--- src/rtl/mm_loader.sv ---
// mm_loader: streams 18 elements (A then B, row-major) into 3x3 operand buses. Optional MM_LOAD_LAST_EN adds in_last/err framing.
// Latency: out_valid one cycle after the 18th accept; in_ready returns one cycle after the pair is consumed.
// Backpressure: in_ready is low for the whole hold phase; the pair is held until out_ready.

module mm_loader (
    input  logic         clk,
    input  logic         rst_n,
    input  logic         in_valid,
    output logic         in_ready,
    input  logic [17:0]  in_data,
    output logic         out_valid,
    input  logic         out_ready,
    output logic [161:0] a_bits,
    output logic [161:0] b_bits
`ifdef MM_LOAD_LAST_EN
    ,
    input  logic         in_last,
    output logic         err
`endif
);

    localparam logic [0:0] ST_LOAD  = 1'b0;
    localparam logic [0:0] ST_HOLD  = 1'b1;
    localparam logic [4:0] K_LAST   = 5'd17;
    localparam logic [4:0] K_B_BASE = 5'd9;

    logic [0:0]  state;
    logic [4:0]  k;
    logic [17:0] a_mem [9];
    logic [17:0] b_mem [9];

    logic        accept;
    logic        consume;
    logic        at_last;
    logic        in_b;
    logic        frame_bad;
    logic        frame_done;
    logic [3:0]  a_idx;
    logic [3:0]  b_idx;

    assign in_ready  = (state == ST_LOAD);
    assign out_valid = (state == ST_HOLD);
    assign accept    = in_valid & in_ready;
    assign consume   = out_valid & out_ready;
    assign at_last   = (k == K_LAST);
    assign in_b      = (k >= K_B_BASE);
    assign a_idx     = k[3:0];
    // Modulo-16 subtract maps k=9..17 onto B slots 0..8 (k=16,17 wrap to 7,8).
    assign b_idx     = k[3:0] - 4'd9;

`ifdef MM_LOAD_LAST_EN
    assign frame_bad = accept & (in_last != at_last);
`else
    assign frame_bad = 1'b0;
`endif
    assign frame_done = accept & at_last & ~frame_bad;

    always_ff @(posedge clk or negedge rst_n) begin
        if (!rst_n) begin
            state <= ST_LOAD;
            k     <= 5'd0;
        end else if (consume) begin
            state <= ST_LOAD;
            k     <= 5'd0;
        end else if (frame_done) begin
            state <= ST_HOLD;
        end else if (frame_bad) begin
            k     <= 5'd0;
        end else if (accept) begin
            k     <= k + 5'd1;
        end
    end

    // Slots not yet overwritten keep the previous frame's values; out_valid qualifies them.
    always_ff @(posedge clk or negedge rst_n) begin
        if (!rst_n) begin
            for (int i = 0; i < 9; i++) begin
                a_mem[i] <= '0;
                b_mem[i] <= '0;
            end
        end else if (accept) begin
            if (!in_b) begin
                a_mem[a_idx] <= in_data;
            end else begin
                b_mem[b_idx] <= in_data;
            end
        end
    end

`ifdef MM_LOAD_LAST_EN
    always_ff @(posedge clk or negedge rst_n) begin
        if (!rst_n) begin
            err <= 1'b0;
        end else begin
            err <= frame_bad;
        end
    end
`endif

    for (genvar g = 0; g < 9; g++) begin : g_pack
        assign a_bits[g*18 +: 18] = a_mem[g];
        assign b_bits[g*18 +: 18] = b_mem[g];
    end

endmodule

--- config.mk ---
export PLATFORM = sky130hd
export DESIGN_NAME = mm_loader
export DESIGN_NICKNAME = d
export VERILOG_FILES = /design/src/rtl/mm_loader.sv
export SDC_FILE = /design/constraint.sdc
export NUM_CORES = 1
export LEC_CHECK = 0
export BUFFER_PORTS_ARGS = -buffer_cell sky130_fd_sc_hd__buf_4
export CAP_MARGIN = 5
export CORE_UTILIZATION = 45
export DETAILED_ROUTE_END_ITERATION = 8
export HOLD_SLACK_MARGIN = 0.15
export PLACE_DENSITY = 0.73
export SLEW_MARGIN = 30
export SYNTH_ARGS = -nofsm -noshare
export SYNTH_HDL_FRONTEND = slang
export SYNTH_SLANG_ARGS = --single-unit
--- constraint.sdc ---
create_clock -name clk -period 2.5 [get_ports clk]
set_clock_uncertainty 0.1 [all_clocks]
set_input_delay 0 -clock clk [delete_from_list [all_inputs] [get_ports clk]]
set_output_delay 0 -clock clk [all_outputs]
set_load 0.005 [all_outputs]
=== After elaboration in Yosys (flattened, before gate mapping) ===
Cells that the tools add are included.

* Bits in registers: 330
* Logic and storage cells: 54
* Input port bits: 22

* Equality and inequality tests: 2
* Add/subtract/negate cells: 2
* Reduce and logical (&&, ||, !) cells: 7
* Multiplexer cells: 11
* Order comparisons: 5
* Bitwise logic cells: 7

{| class="wikitable"
|+ Operators with widths
! kind !! count
|-
| bitwise mux 162 bit || 2
|-
| demux 18 bit (select 4 bit) || 2
|-
| 2-to-1 mux 18 bit || 2
|-
| 2-to-1 mux 5 bit || 3
|-
| greater-or-equal comparator 5 bit (second input constant) || 2
|-
| less-than comparator 5 x 1 -> 1 bit (second input constant) || 2
|-
| inverter 4 -> 5 bit || 2
|-
| AND reduction 2 bit || 3
|-
| adder 5 x 1 -> 5 bit (second input constant) || 1
|-
| == test 5 bit (second input constant) || 1
|-
| greater-or-equal comparator 5 x 4 -> 1 bit (second input constant) || 1
|-
| nonzero test 2 bit || 2
|-
| subtractor 4 bit (second input constant) || 1
|-
| AND 1 bit || 3
|-
| logical AND 1 bit || 2
|-
| 2-to-1 mux 1 bit || 2
|-
| != test 2 bit (second input constant) || 1
|-
| inverter 1 bit || 2
|}

=== Longest topological paths before layout ===
* Word-level depth: 7
* Depth in mapped cells: 10
* Mapped depth without buffers: 7

=== Worst setup path after synthesis ===
No wires, ideal clock.

* Kind: register to register
* Start point: reg k[0]
* End point: reg b_mem (netlist bit b_bits[10])
* Path buffers: 2
* Arrival time: 2.210 ns
* Stages on the path, launching flop included: 10
* Setup slack: 0.065 ns
* Setup time: 0.125 ns
* Period minus slack after synthesis: 2.435 ns
* Path through: dfrtp_1 -> buf_2 -> inv_1 -> ha_1 -> or2_0 -> o21ai_1 -> a22oi_2 -> nor3_4 -> buf_6 -> mux2_2

* Word-level cells in the longest chain between the ends: 7
* Elaborated cells between the ends (all ways): 10

{| class="wikitable"
|+ Ends and longest elaborated chain
! element !! line !! RTL
|-
| from (decl) || 28 || <nowiki>logic [4:0] k;</nowiki>
|-
| from (signal assigned) || 70 || <nowiki>k <= k + 5'd1;</nowiki>
|-
| subtractor 4 bit || 49 || <nowiki>assign b_idx = k[3:0] - 4'd9;</nowiki>
|-
| inverter 4 -> 5 bit (implied by the code) || 85 || <nowiki>b_mem[b_idx] <= in_data;</nowiki>
|-
| greater-or-equal comparator 5 bit (implied by the code) / less-than comparator 5 x 1 -> 1 bit (equally long branches) || 85 ||
|-
| logical AND 1 bit (implied by the code) || 85 ||
|-
| 2-to-1 mux 18 bit (implied by the code) || 85 ||
|-
| demux 18 bit (select 4 bit) || 85 ||
|-
| bitwise mux 162 bit || 85 ||
|-
| to (signal, indexed assignment) || 85 ||
|-
| to (decl) || 30 || <nowiki>logic [17:0] b_mem [9];</nowiki>
|}

Parallel ways exist; a longest one is shown, timed or not.
A chain may end at the register's enable or synchronous reset.

=== Worst setup path after layout ===
* Start point: reg k[1]
* End point: reg b_mem (netlist bit b_bits[89])

Same word-level chain as after synthesis.

==> flow_metrics.env <==
export IMPL_wl_mm=33.1
export IMPL_ys_top_cells_by_area="dfrtp_1 65%, mux2_2 28%, mux2_4 1.2%"
export IMPL_crit_arrival_ps=2600
export IMPL_yosys_top_cells_count="330 x dfrtp_1, 311 x mux2_2, 18 x clkbuf_1, 10 x buf_2, 10 x mux2_4"
export IMPL_core_area_sq_um=27300
export IMPL_drv_cap=0
export IMPL_numCtsBuffers=35
export IMPL_finalSetupTns_ps=0
export IMPL_critPathKind="reg2reg"
export IMPL_hold_viol_final=0
export IMPL_synth_most_common_cell="dfrtp_1"
export IMPL_syn_inst=766
export IMPL_vias_per_cell=5.16
export IMPL_synthArstFlopShare=1.00
export IMPL_switching_share=0.286
export IMPL_status="completed"
export IMPL_grt_max_degree=91
export IMPL_ant_nets=0
export IMPL_num_vias=8038
export IMPL_yosysTopAreaCellShare=0.653
export IMPL_start_util=0.464
export IMPL_gr_usage_all_layers=0.230
export IMPL_synth_largest_area_cell="dfrtp_1"
export IMPL_synth_edf_count=0
export IMPL_p_leak_uw=0.00857
export IMPL_fp_dieH_microns=170
export IMPL_fin_nets=1191
export IMPL_p_int_uw=15800
export IMPL_slew_headroom=0.592
export IMPL_ys_warnings_count=0
export IMPL_synth_distinct_cells=37
export IMPL_design_die_area_sq_um=28800
export IMPL_postCtsSetupBuffers=0
export IMPL_clkSlewWorstSetupHoldPaths_ps=60
export IMPL_worstSetupStartpointType="flip-flop"
export IMPL_port_buffer_count=347
export IMPL_seq_area_frac_synth=0.653
export IMPL_fp_row_count=60
export IMPL_clockPowerShare=0.232
export IMPL_timing_final_crit_share=0.928
export IMPL_worst_hold_path_type="in2reg"
export IMPL_period_needed_ps=2320
export IMPL_cp_max_fo=11
export IMPL_final_max_slew_viol_count=0
export IMPL_p_comb_frac=0.359
export IMPL_fp_dieW_microns=170
export IMPL_syn_area_per_cell_sq_um=16.5
export IMPL_stdcell_area_sq_um=17300
export IMPL_diodes=0
export IMPL_cts_htree_levels=2
export IMPL_ys_flop_type="dfrtp_1"
export IMPL_syn_area_sq_um=12600
export IMPL_ir_drop_v=0.000708
export IMPL_setup_viol=0
export IMPL_gp_congestion=0.783
export IMPL_cts_tree="yes"
export IMPL_grt_overflow_total=0
export IMPL_clock_root_buffer="clkbuf_16"
export IMPL_placed_cells=1474
export IMPL_worst_slew_pin_slew_ps=611
export IMPL_antenna_found_initial=0
export IMPL_grt_setup_unrepaired="false"
export IMPL_placed_area_sq_um=15900
export IMPL_switchingPower_uw=6330
export IMPL_clock_path_buffers=3
export IMPL_wire_per_inst_microns=21.2
export IMPL_syn_nets=793
export IMPL_drive_gt1_frac=0.648
export IMPL_cp_required_ps=2780
export IMPL_drt_iter0_drc=385
export IMPL_instances_no_fill=1559
export IMPL_ios=348
export IMPL_p_seq_frac=0.409
export IMPL_clk_latency_ps=500
export IMPL_hpwl_mm=22.3
export IMPL_syn2layout_area_growth_pct=36.7
export IMPL_numClockSinks=330
export IMPL_critPathCaptureType="flip-flop"
export IMPL_firstDrtPassIters=4
export IMPL_grt_pass1_wl_mm=50.1
export IMPL_drc=0
export IMPL_max_freq_mhz=431
export IMPL_synth_seq_cells=330
export IMPL_powerDensity_nw_per_um2=1280
export IMPL_grt_pass1_vias=8233
## what timing repair did
action	4_1_cts	5_1_grt
hold endpoints to repair	660	0
hold buffers	25	0
resized for setup	0	0
## registers in the layout, summed over array words and instances (netlist names)
signal	flops
out_valid	1
k	5
a_bits	162
b_bits	162
## metal layers
layer  vias to the layer above  part of all wire  global-route usage
met3                        46             0.076              0.0623
met5                         -                 0                   0
met1                      4183              0.43               0.306
met2                       295              0.48               0.373
met4                         0             0.020              0.0572
li1                       3514                 -                   -
## cells by family (layout without fill, tap and decap cells)
| group | count (synthesis) | in the layout | share of synthesized area |
|---|---|---|---|
| buf+inv | 47 | 468 | 0.0186 |
| xor+xnor | 4 | 4 | 0.00277 |
| fa+ha+maj | 5 | 5 | 0.00495 |
| mux | 325 | 325 | 0.292 |
| flops | 330 | 330 | 0.653 |
| compound gates | 9 | 9 | 0.00485 |
| simple gates | 46 | 46 | 0.0235 |
## stage by stage
stage	power, uW	hold WS [ps]	util	worst slack, ps
2_1_floorplan	12100	-396	-	65.1
4_1_cts	22300	343	0.634	219
3_5_place_dp	17100	-168	0.583	240
5_1_grt	23200	375	0.634	59.1
6_report	22100	360	0.634	181
3_3_place_gp	16800	-168	0.583	289
## path summary, 6_finish.rpt
path | start | to | slack, ps | cells past startpoint
setup / recovery | k[1] | b_bits[89] | 180 | 7
hold / removal | out_ready | k[4] | 360 | 4
setup reg to reg | k[1] | b_bits[89] | 180 | 7
hold reg to reg | b_bits[7] | b_bits[7] | 390 | 1
max in group asynchronous | rst_n | a_bits[70] | 1240 | 4
min in group asynchronous | rst_n | a_bits[134] | 560 | 4
## power by group through the flow
stage | clock, uW | combinational (uW) | sequential (uW)
finish | 5140 | 7940 | 9040
global route | 5450 | 8480 | 9320
CTS | 5230 | 8030 | 9040
detailed placement | 0 | 7970 | 9110
global placement | 0 | 7800 | 9010
floorplan | 0 | 3080 | 9060
## cell usage in the layout (no fill, tap or decap), drive strengths merged
cell / count
clkbuf: 56
a21oi: 1
dfrtp: 330
nand3: 13
or3: 1
mux2: 324
xor2: 1
and3: 1
and2: 2
a22oi: 1
ha: 5
o21ai: 4
dlygate4sd3: 24
mux2i: 1
clkinv: 3
nand2b: 1
xnor2: 3
bufinv: 1
buf: 379
nor2b: 1
nand2: 4
nor2: 18
inv: 5
nand4: 1
a31oi: 1
nor4: 1
a32oi: 2
nor3: 2
or2: 1
## layout make-up
| type | count | area [sq um] |
|---|---|---|
| Fill cell | 2044 | 9970 |
| Sequential cell | 330 | 8260 |
| Multi-Input combinational cell | 389 | 4150 |
| Timing Repair Buffer | 403 | 3240 |
| Clock buffer | 56 | 1100 |
| Tap cell | 372 | 465 |
| Clock inverter | 4 | 48.8 |
| Inverter | 5 | 18.8 |
## worst max-delay path, cell delays in order, from the launching register on
cell and delay [ps]:
dfrtp_1 370, inv_1 120, ha_1 270, mux2i_1 110
a32oi_1 430, or3_1 200, buf_4 240, mux2_2 360
(Power assumes the default switching activity.)
